===== src/rtl/wash_phase_scheduler.sv =====
// Eight-phase wash sequencer: latches a 26-bit program word and drives inlet/drain/motor per phase.
// Optional `WATER_LEVEL_EN adds fill-phase level sensing with a latched FAULT state.
module wash_phase_scheduler #(
    parameter int NPHASE      = 8,
    parameter int FAULT_DRAIN = 1
) (
    input  logic        clk,
    input  logic        rst_n,
    input  logic        tick,
    input  logic        start,
    input  logic        pause,
    input  logic        abort,
    input  logic [25:0] program_word,
    input  logic        water_full,
    output logic        busy,
    output logic        done,
    output logic        fault,
    output logic [2:0]  phase,
    output logic [3:0]  remain,
    output logic        inlet_valve,
    output logic        drain_valve,
    output logic        motor_on,
    output logic        motor_fast
);

    typedef enum logic [2:0] {S_IDLE, S_RUN, S_PAUSE, S_DONE, S_FAULT} state_t;

    localparam logic [2:0] LAST = 3'(NPHASE - 1);

    state_t      state, state_nx;
    logic [2:0]  ph_nx, ph_inc;
    logic [3:0]  rem_nx;
    logic [25:0] prog_q;
    logic        load;
    logic        fill_fault, fill_full;
    logic [3:0]  act_nx;   // {inlet, drain, motor, fast}

    function automatic logic [3:0] field(input logic [25:0] p, input logic [2:0] i);
        case (i)
            3'd0:    field = {1'b0, p[25:23]};
            3'd1:    field = p[22:19];
            3'd2:    field = {1'b0, p[18:16]};
            3'd3:    field = {1'b0, p[15:13]};
            3'd4:    field = {1'b0, p[12:10]};
            3'd5:    field = p[9:6];
            3'd6:    field = {1'b0, p[5:3]};
            default: field = {1'b0, p[2:0]};
        endcase
    endfunction

`ifdef WATER_LEVEL_EN
    logic is_fill;
    assign is_fill    = (phase == 3'd0) || (phase == 3'd3);
    assign fill_fault = is_fill && (remain == 4'd0) && !water_full;
    assign fill_full  = is_fill && water_full;
`else
    logic unused_water_full;
    assign unused_water_full = water_full;
    assign fill_fault        = 1'b0;
    assign fill_full         = 1'b0;
`endif

    assign ph_inc = phase + 3'd1;

    always_ff @(posedge clk or negedge rst_n) begin
        if (!rst_n) begin
            state  <= S_IDLE;
            phase  <= '0;
            remain <= '0;
            prog_q <= '0;
        end else begin
            state  <= state_nx;
            phase  <= ph_nx;
            remain <= rem_nx;
            if (load) prog_q <= program_word;
        end
    end

    // A phase whose remain reaches 0 lingers one cycle before advancing, so a tick
    // on the 1->0 edge never also moves the phase.
    always_comb begin
        state_nx = state;
        ph_nx    = phase;
        rem_nx   = remain;
        load     = 1'b0;
        if (state == S_IDLE) begin
            if (start && !abort) begin
                state_nx = S_RUN;
                ph_nx    = 3'd0;
                rem_nx   = field(program_word, 3'd0);
                load     = 1'b1;
            end
        end else if (abort) begin
            state_nx = S_IDLE;
            ph_nx    = 3'd0;
            rem_nx   = 4'd0;
        end else begin
            case (state)
                S_RUN: begin
                    if (fill_fault)
                        state_nx = S_FAULT;
                    else if (pause)
                        state_nx = S_PAUSE;
                    else if (remain == 4'd0) begin
                        if (phase == LAST)
                            state_nx = S_DONE;
                        else begin
                            ph_nx  = ph_inc;
                            rem_nx = field(prog_q, ph_inc);
                        end
                    end else if (fill_full)
                        rem_nx = 4'd0;
                    else if (tick)
                        rem_nx = remain - 4'd1;
                end
                S_PAUSE: if (!pause) state_nx = S_RUN;
                S_DONE: begin
                    state_nx = S_IDLE;
                    ph_nx    = 3'd0;
                    rem_nx   = 4'd0;
                end
                default: ;
            endcase
        end
    end

    // Actuators follow the upcoming state so they register alongside phase/remain.
    always_comb begin
        act_nx = 4'b0000;
        if (state_nx == S_RUN && rem_nx != 4'd0) begin
            case (ph_nx)
                3'd0, 3'd3: act_nx = 4'b1000;
                3'd1, 3'd4: act_nx = 4'b0010;
                3'd2, 3'd6: act_nx = 4'b0100;
                default:    act_nx = 4'b0111;
            endcase
        end else if (state_nx == S_FAULT) begin
            act_nx = {1'b0, FAULT_DRAIN != 0, 2'b00};
        end
    end

    always_ff @(posedge clk or negedge rst_n) begin
        if (!rst_n) begin
            busy        <= 1'b0;
            done        <= 1'b0;
            fault       <= 1'b0;
            inlet_valve <= 1'b0;
            drain_valve <= 1'b0;
            motor_on    <= 1'b0;
            motor_fast  <= 1'b0;
        end else begin
            busy        <= (state_nx == S_RUN) || (state_nx == S_PAUSE);
            done        <= (state_nx == S_DONE);
            fault       <= (state_nx == S_FAULT);
            inlet_valve <= act_nx[3];
            drain_valve <= act_nx[2];
            motor_on    <= act_nx[1];
            motor_fast  <= act_nx[0];
        end
    end

endmodule

===== config.mk =====
export PLATFORM = sky130hd
export DESIGN_NAME = wash_phase_scheduler
export DESIGN_NICKNAME = d
export VERILOG_FILES = /design/src/rtl/wash_phase_scheduler.sv
export SDC_FILE = /design/constraint.sdc
export NUM_CORES = 1
export LEC_CHECK = 0
export BUFFER_PORTS_ARGS = -buffer_cell sky130_fd_sc_hd__buf_4
export CAP_MARGIN = 30
export CORE_ASPECT_RATIO = 1.2
export CORE_MARGIN = 1.5
export CORE_UTILIZATION = 52
export CTS_CLUSTER_DIAMETER = 120
export DETAILED_ROUTE_END_ITERATION = 6
export PLACE_DENSITY = 0.79
export SLEW_MARGIN = 20
export SYNTH_ARGS = -nofsm -noshare
export SYNTH_HDL_FRONTEND = slang
export SYNTH_SLANG_ARGS = --single-unit
export TNS_END_PERCENT = 10

===== constraint.sdc =====
create_clock -name clk -period 4.2 [get_ports clk]
set_input_delay 0.21 -clock clk [delete_from_list [all_inputs] [get_ports clk]]
set_output_delay 0.21 -clock clk [all_outputs]
set_load 0.1 [all_outputs]

Word-level counts from Yosys, hierarchy flattened
Cells that the tools add are included.
{"block": "op_classes", "n_addsub": 2, "eq_ne": 19, "muxes": 29, "reduce_logical": 12}
{"cell": "$mux 3", "count": 14}
{"cell": "$mux 4", "count": 8}
{"cell": "$pmux 4 s7", "count": 1}
{"cell": "$eq 3x2->1 const B", "count": 8}
{"cell": "$eq 3x3->1 const B", "count": 7}
{"cell": "$eq 3x1->1 const B", "count": 4}
{"cell": "$pmux 4 s3", "count": 1}
{"cell": "$logic_not 3->1", "count": 3}
{"cell": "$pmux 3 s3", "count": 1}
{"cell": "$pmux 4 s2", "count": 1}
{"cell": "$pmux 3 s2", "count": 1}
{"cell": "$reduce_or 2->1", "count": 3}
{"cell": "$logic_not 4->1", "count": 1}
{"cell": "$reduce_bool 4->1", "count": 1}
{"cell": "$sub 4x1->4 const B", "count": 1}
{"cell": "$add 3x1->3 const B", "count": 1}
{"cell": "$logic_and 1x1->1", "count": 2}
{"cell": "$mux 1", "count": 2}
{"cell": "$logic_not 1->1", "count": 1}
{"cell": "$logic_or 1x1->1", "count": 1}
{"block": "totals", "regBits": 43, "in_bits": 33, "out_inout_bits": 14, "elab_cells": 73}

Depth between registers and ports, before layout
Gate-level depths: netlist of the first run.
{"block": "logic_depth", "ltp_word": 12, "ltp_mapped": 11, "depth_no_buf": 10}

Least setup slack after synthesis of the first run
Ideal clock, no wire load.
{"block": "synth_timing", "path_type": "register -> register", "from": "register phase[1]", "to": "register drain_valve", "setup_ps": 92, "arrival_ps": 3053, "required_time_ps": 4108, "slack_ps": 1055, "path_stages_with_launch": 12, "n_path_buf": 1, "period_less_slack_ps": 3145, "cell_sequence": "dfrtp_1 > ha_1 > inv_1 > ha_1 > clkbuf_1 > nand2b_1 > and3_1 > nor4_1 > or4_1 > nand3_2 > nor4_4 > o31ai_2"}
{"block": "synth_between", "elab_chain_len": 12, "word_cells_on_any_way": 45, "cone_classes": "add/sub (1); eq/ne (14); mux (23); reduce/logical (7)"}
{"item": "start, declared", "line": "18", "rtl": "output logic [2:0] phase,"}
{"item": "start signal, assigned", "line": "73", "rtl": "phase <= ph_nx;"}
{"item": "$add 3x1->3", "line": "63", "rtl": "assign ph_inc = phase + 3'd1;"}
{"item": "$eq 3x3->1, or another cell as far along", "line": "39", "rtl": "case (i)"}
{"item": "$pmux 4 s7", "line": "39"}
{"item": "$mux 4 (*)", "line": "105", "rtl": "if (phase == LAST)"}
{"item": "$mux 4 (*)", "line": "104", "rtl": "else if (remain == 4'd0) begin"}
{"item": "$mux 4 (*)", "line": "102", "rtl": "else if (pause)"}
{"item": "$pmux 4 s2 (*)", "line": "98", "rtl": "case (state)"}
{"item": "$mux 4 (*)", "line": "93", "rtl": "end else if (abort) begin"}
{"item": "$mux 4 (*)", "line": "86", "rtl": "if (state == S_IDLE) begin"}
{"item": "net rem_nx[0]", "line": "32", "rtl": "logic [3:0] rem_nx;"}
{"item": "$reduce_bool 4->1 (*)", "line": "130", "rtl": "if (state_nx == S_RUN && rem_nx != 4'd0) begin"}
{"item": "$logic_and 1x1->1 (*)", "line": "130"}
{"item": "$mux 4 (*)", "line": "130"}
{"item": "net act_nx[2]", "line": "36", "rtl": "logic [3:0] act_nx;"}
{"item": "end signal, assigned", "line": "156", "rtl": "drain_valve <= act_nx[2];"}
{"item": "end, declared", "line": "21", "rtl": "output logic drain_valve,"}
The timed path passes the listed nets; every way through them passes the cells marked *.
A chain may end at the register's enable or synchronous reset.

Worst setup path after layout of the first run
{"block": "layout_timing", "from": "register phase[0]", "to": "register motor_on"}
{"block": "layout_between", "elab_chain_len": 12, "word_cells_on_any_way": 43, "cone_classes": "add/sub (1); eq/ne (13); mux (22); reduce/logical (7)"}
{"item": "$add 3x1->3", "line": "63"}
{"item": "$eq 3x3->1, or another cell as far along", "line": "39"}
{"item": "$pmux 4 s7", "line": "39"}
{"item": "$mux 4 (*)", "line": "105"}
{"item": "$mux 4 (*)", "line": "104"}
{"item": "$mux 4 (*)", "line": "102"}
{"item": "$pmux 4 s2 (*)", "line": "98"}
{"item": "$mux 4 (*)", "line": "93"}
{"item": "$mux 4 (*)", "line": "86"}
{"item": "net rem_nx[0]", "line": "32"}
{"item": "$reduce_bool 4->1 (*)", "line": "130"}
{"item": "$logic_and 1x1->1 (*)", "line": "130"}
{"item": "$mux 4 (*)", "line": "130"}
{"item": "net act_nx[1]", "line": "36"}
{"item": "end signal, assigned", "line": "157", "rtl": "motor_on <= act_nx[1];"}
{"item": "end, declared", "line": "22", "rtl": "output logic motor_on,"}
Marked as above.

==> impl_metrics.py, run 1 <==
metrics = {
    "critical_path": {
        "slowest_stage": "dfrtp_1",
        "crit_chain": "ha_1 -> ha_1 -> nor4b_4 -> o211ai_1 -> nor4_1 -> or4_1 -> nand3_2 -> nor4_4 -> nor3_1",
        "r2r_start": "phase[0]$_DFF_PN0_",
        "path_common_cell": "ha_1",
        "cp-startpoint": "phase[0]$_DFF_PN0_",
        "path_class": "register to register",
        "cp_data_required_time_ns": 4.37,
        "path_max_fanout": 7,
        "arrival_ns": 2.96,
        "startpoint_type": "register",
        "critPathMaxStageDelay_ns": 0.47,
        "end_kind": "register",
    },
    "timing": {
        "finalCriticalPeriod_ns": 2.79,
        "slew_headroom_pct": 45.9,
        "drv_slew": 0,
        "rsz0062_at_grt": "no",
        "setup_viol": 0,
        "fmax_mhz": 359,
        "fin_crit_sh_pct": 66.4,
        "skew_ns": 0.00660,
        "tightest_slew_ns": 0.809,
        "hold_viol": 0,
        "tns_ns": 0,
    },
    "floorplan": {
        "die_x_um": 64.7,
        "rows": 26,
        "dieArea_um2": 4990,
        "ios": 47,
        "core_um2": 4330,
        "initial_core_util_pct": 54.9,
        "die_y_um": 77.1,
    },
    "logic_synthesis": {
        "seq_area_frac_synth_pct": 45.3,
        "synth_top_area_cell": "dfrtp_1",
        "syn_area_per_cell_um2": 8.87,
        "netlist.area_leader.share_pct": 45.3,
        "syn-num-nets": 310,
        "ys_types": 58,
        "netlist_instances": 268,
        "synth_edf_count": 0,
        "ys.flop_type": "dfrtp_1",
        "ys_async_sr_fraction_pct": 100,
        "ys_seq_elements": 43,
        "yosys_warnings": 0,
        "syn_area_um2": 2380,
        "yosys-top-cells-area": "dfrtp_1, nand2_1, ha_1",
    },
    "placed_design": {
        "hpwl_mm": 3.85,
        "globalplace.congestion": 0.846,
        "placedCellCount": 361,
        "port_buffers": 45,
    },
    "pwr": {
        "swShare_pct": 36.8,
        "p_comb_share_pct": 31.1,
        "power.share.clock_pct": 23.7,
        "leakagePower_nw": 1.42,
        "powerDensity_nw_per_um2": 409,
        "switchingPower_mw": 0.428,
        "internal-power_mw": 0.735,
        "vdd.ir_drop.worst_uv": 234,
        "p_seq_share_pct": 45.2,
        "power_mw": 1.16,
    },
    "finish": {
        "fillCellCount": 395,
        "postLayoutCoreUtil_pct": 65.8,
        "antennaDiodeCount": 0,
        "final_layout_size_suffix_gt1_share_pct": 21.3,
        "final_nets": 355,
        "multiInputGateArea_um2": 1200,
        "seqCellArea_um2": 1080,
        "areaGrowthSynthToFinish_pct": 19.8,
        "layout.cells.non_filler": 370,
    },
    "detailed_routing": {
        "via_per_inst": 5.51,
        "wl_mm": 5.28,
        "drt_pass1_iterations": 4,
        "drtIter0Drc": 123,
        "wl_per_cell_um": 14.3,
        "dr_total_vias": 2039,
        "drc": 0,
        "detail-route-antenna-nets": 0,
    },
    "global_route": {
        "grt_usage_pct": 23.7,
        "grt_overflow": 0,
        "grt_max_degree": 44,
        "grt_pass1_wl_mm": 9.41,
        "grt_pass1_vias": 2021,
        "antenna_found_initial": 0,
    },
    "status": {
        "status": "complete, no violations",
    },
    "clock_network": {
        "cts_buffers": 5,
        "tritoncts": "built",
        "cts.clk_slew.worst_paths_ns": 0.08,
        "cts_root_buf": "clkbuf_8",
        "cts_hold_buf": 1,
        "htree_levels": 2,
        "cts_sinks": 43,
        "cts_resized": 0,
        "clk_path_buf_depth": 2,
        "insertion_delay_ns": 0.30,
        "post-cts-setup-buffers": 0,
    },
    "min_path": {
        "hp-start": "program_word[7]",
        "holdCritPathClass": "input port to register",
    },
    "flow_run": {
        "maxCapViolations": 0,
    },
}
-- metrics by stage --
step                setup slack (ns)  hold slack, ns  cell area, um^2
global placement                1.49           0.228             2740
CTS                             1.44          0.0943             2850
detailed placement              1.44           0.242             2740
global route                    1.28           0.101             2850
finish                          1.41          0.0929             2850
floorplan                       1.06         -0.0856             2380
-- critical path, delay by kind of cell, from the launching register on --
kind	cells	cell delay, ns
compound gates	1	0.15
fa+ha+maj	2	0.51
flops	1	0.47
simple gates	6	1.54
-- cells in the mapped netlist, types with 3 or more instances --
master / n
nand2_1: 87
ha_1: 9
nand2b_1: 3
a22oi_1: 3
a21oi_1: 11
nor2_1: 11
nor3_1: 6
nand3_1: 3
nor2b_1: 5
nand3b_1: 3
o211ai_1: 3
inv_1: 12
dfrtp_1: 43
o21ai_0: 12
clkbuf_1: 5
-- cell families after synthesis --
kind of cell    count (synthesis)  synth area share [%]
xor+xnor                        2                 0.737
flops                          43                  45.3
buf+inv                        23                  4.32
fa+ha+maj                       9                  4.74
simple gates                  139                  29.0
compound gates                 52                  15.9
-- layout by cell type, fill, tap and decap left out, types with 2 or more instances in the layout --
cell type | synthesis | layout
ha_1 | 9 | 9
nor3b_1 | 2 | 2
clkbuf_8 | 0 | 6
a22oi_1 | 3 | 3
nand2b_1 | 3 | 3
dfrtp_1 | 43 | 43
a22o_1 | 2 | 2
nor2b_1 | 5 | 5
nor2_1 | 11 | 11
a222oi_1 | 2 | 2
nand4_1 | 2 | 2
and3_1 | 2 | 2
o211ai_1 | 3 | 3
buf_4 | 2 | 46
a21boi_0 | 2 | 2
nand3_1 | 3 | 3
nand3b_1 | 3 | 3
nand2_1 | 87 | 87
nor3_1 | 6 | 6
o21ai_0 | 12 | 12
o21a_1 | 2 | 2
a21oi_1 | 11 | 11
inv_1 | 12 | 12
inv_2 | 2 | 2
-- metal layers --
metal | GRT usage [%] | vias up | part of all wire, %
met5 | 0 | - | 0
met4 | 7.45 | 0 | 1.9
met3 | 4.55 | 10 | 3.8
met2 | 38.8 | 51 | 51
met1 | 31.5 | 972 | 44
li1 | - | 1006 | -
-- path summary, 6_finish.rpt --
path,to,slack [ns],cells after the start
worst max-delay path,motor_on$_DFF_PN0_,1.41,9
worst min register to register,prog_q[16]$_DFFE_PN0P_,0.49,2
worst min-delay path,prog_q[7]$_DFFE_PN0P_,0.09,3
max in group asynchronous,prog_q[17]$_DFFE_PN0P_,3.38,2
worst max register to register,motor_on$_DFF_PN0_,1.41,9
min in group asynchronous,prog_q[4]$_DFFE_PN0P_,0.43,2
-- layout make-up --
type | count | area share, %
Multi-Input combinational cell | 202 | 42.1
Sequential cell | 43 | 37.8
Timing Repair Buffer | 47 | 12.5
Clock buffer | 7 | 3.03
Tap cell | 56 | 2.46
Inverter | 14 | 1.85
Clock inverter | 1 | 0.308
-- power by group through the flow --
| stage | logic (mW) | clock network [mW] | registers [mW] |
|---|---|---|---|
| CTS | 0.364 | 0.281 | 0.526 |
| detailed placement | 0.360 | 0 | 0.534 |
| finish | 0.362 | 0.276 | 0.526 |
| global placement | 0.354 | 0 | 0.531 |
| floorplan | 0.185 | 0 | 0.604 |
| global route | 0.396 | 0.300 | 0.534 |
-- state kept, by name, summed over array words and instances (netlist names), 3 cells and up --
name    flops
phase       3
state       3
prog_q     26
remain      4
No activity file was read; power rests on OpenSTA's default activity.
==> inputs of run 2 (changes only) <==
clock period = 2.9 ns   (was 4.2 ns; I/O delays follow)
==> run 2 against run 1 <==
Via count hardly changed; worst setup slack worse by 1.1 ns; non-clock buffer count is 2 higher; first-iteration DRC count is 29% higher; wire length is 0.21% higher; cell count is 0.54% higher; count of clock-buffer cells in the layout is 1 lower; worst hold slack worse by 0.059 ns; combinational power is 45% higher; register-to-register slack worse by 1.1 ns; global-route usage is 0.66 points lower; sequential power is 45% higher; largest cell class unchanged; largest power group unchanged; highest routed layer unchanged.
==> impl_metrics.py, run 2 (synthesized netlist as in run 1, its figures left out) <==
metrics = {
    "floorplan": {
        "initial_core_util_pct": 54.9,
        "ios": 47,
        "core_um2": 4330,
        "die_y_um": 77.1,
        "rows": 26,
        "die_x_um": 64.7,
        "dieArea_um2": 4990,
    },
    "timing": {
        "fmax_mhz": 380,
        "worst_slack_ns": 0.265,
        "fin_crit_sh_pct": 90.8,
        "setup_viol": 0,
        "finalCriticalPeriod_ns": 2.63,
        "tns_ns": 0,
        "drv_slew": 0,
        "skew_ns": 0.00494,
        "rsz0062_at_grt": "no",
        "tightest_slew_ns": 0.541,
        "hold_viol": 0,
        "slew_headroom_pct": 63.9,
    },
    "clock_network": {
        "clk_path_buf_depth": 2,
        "tritoncts": "built",
        "cts_sinks": 43,
        "htree_levels": 2,
        "cts.clk_slew.worst_paths_ns": 0.08,
        "cts_root_buf": "clkbuf_8",
        "insertion_delay_ns": 0.30,
        "cts_buffers": 5,
    },
    "detailed_routing": {
        "via_per_inst": 5.49,
        "drt-met1-wl_mm": 2.30,
        "routed.top_layer": "met4",
        "wl_mm": 5.29,
        "wl_per_cell_um": 14.2,
        "detail-route-antenna-nets": 0,
        "drtIter0Drc": 159,
        "wl_met3_um": 197,
        "wl_met2_mm": 2.69,
        "drt_pass1_iterations": 4,
        "dr_total_vias": 2041,
        "drc": 0,
    },
    "status": {
        "status": "complete, no violations",
    },
    "finish": {
        "final_cell_mix": "nand2_1, buf_4, dfrtp_1",
        "areaGrowthSynthToFinish_pct": 20.2,
        "fillCellCount": 395,
        "largest_reg_flops": 26,
        "top_regs": "prog_q (26), remain (4)",
        "final_layout_size_suffix_gt1_share_pct": 22.8,
        "top_register": "prog_q",
        "antennaDiodeCount": 0,
        "final_common_cell": "nand2_1",
        "final_nets": 357,
    },
    "critical_path": {
        "crit_buf_inv": 1,
        "end_kind": "register",
        "path_max_fanout": 10,
        "crit_family": "compound AO/OA/AOI/OAI gates",
        "path_common_cell": "ha_1",
        "slowest_stage": "dfrtp_2",
        "critPathMaxStageDelay_ns": 0.46,
        "rrSetupSlack_ns": 0.27,
        "crit_chain": "ha_1 -> inv_1 -> ha_1 -> nor2b_1 -> o21a_1 -> a211oi_1 -> o41ai_2 -> nor4_4 -> o31ai_2",
        "startpoint_type": "register",
        "arrival_ns": 2.81,
        "cp_data_required_time_ns": 3.08,
        "path_class": "register to register",
    },
    "flow_run": {
        "maxCapViolations": 0,
    },
    "global_route": {
        "grt_pass1_wl_mm": 8.98,
        "antenna_found_initial": 0,
        "grt_overflow": 0,
        "grt_max_degree": 44,
        "grt_pass1_vias": 1988,
        "grt_usage_pct": 23.0,
    },
    "placed_design": {
        "globalplace.congestion": 0.905,
        "port_buffers": 45,
        "place_ws_ns": 0.202,
        "hpwl_mm": 3.87,
    },
    "pwr": {
        "vdd.ir_drop.worst_uv": 395,
        "powerDensity_nw_per_um2": 582,
        "leakagePower_nw": 1.41,
    },
    "min_path": {
        "holdCritPathClass": "input port to register",
    },
}
-- run 2: cell types whose count changed in the layout (fill, tap and decap cells not counted) --
cell        change
dfrtp_1         -3
dfrtp_2         +3
buf_4           +2
clkbuf_8        -1
clkinv_2        +1
clkinv_4        -1
clkinvlp_4      +1
-- run 2: area by class of cell --
type | instances | area (um^2) | area share [%]
clock buffers | 6 | 72.6 | 2.54
clock inverters | 2 | 12.5 | 0.438
inverters | 14 | 52.6 | 1.84
multi-input cells | 202 | 1200 | 42.0
flip-flops and latches | 43 | 1080 | 37.8
well taps | 56 | 70.1 | 2.45
repair buffers | 49 | 370 | 13.0
-- run 2: where the power goes --
group          switching [mW]  leakage [nW]  internal (mW)
registers              0.0740         0.548          0.688
clock network           0.207        0.0412          0.168
logic                   0.343         0.825          0.183
total                   0.624          1.41           1.04
-- run 2: metrics by stage --
stage               instances  total power, mW  instance area, um^2  utilization, %  hold WS (ns)
floorplan                 268             1.14                 2380               -        -0.151
global placement          363             1.29                 2760            63.8         0.165
detailed placement        363             1.30                 2760            63.8         0.173
CTS                       372             1.68                 2860            66.0        0.0294
global route              372             1.76                 2860            66.0        0.0382
finish                    372             1.66                 2860            66.0        0.0341
-- run 2: timing repair --
item / CTS / global route
gates resized for setup: 0 / 0
setup endpoints to repair: 0 / 3
hold buffers: 1 / 0
setup buffers: 0 / 0
endpoints found under the hold margin: 43 / 0
-- run 2: worst register-to-register path, cell delays in order, from the launching register on --
cell and delay (ns):
dfrtp_2 0.46, ha_1 0.23, inv_1 0.08, ha_1 0.31, nor2b_1 0.17, o21a_1 0.22, a211oi_1 0.35, o41ai_2 0.14
nor4_4 0.43, o31ai_2 0.13
-- run 2: path summary, 6_finish.rpt --
kind | startpoint | end | depth (start not counted)
max | phase[0]$_DFF_PN0_ | drain_valve$_DFF_PN0_ | 9
max in group asynchronous | rst_n | phase[0]$_DFF_PN0_ | 2
min in group asynchronous | rst_n | remain[3]$_DFF_PN0_ | 2
max reg2reg | phase[0]$_DFF_PN0_ | drain_valve$_DFF_PN0_ | 9
min reg2reg | prog_q[2]$_DFFE_PN0P_ | prog_q[2]$_DFFE_PN0P_ | 2
min | program_word[19] | prog_q[19]$_DFFE_PN0P_ | 3
-- run 2: layer usage --
| metal | vias to the layer above | GRT usage [%] |
|---|---|---|
| li1 | 1007 | - |
| met1 | 977 | 28.9 |
| met2 | 50 | 38.8 |
| met3 | 7 | 4.55 |
| met4 | 0 | 8.51 |
| met5 | - | 0 |
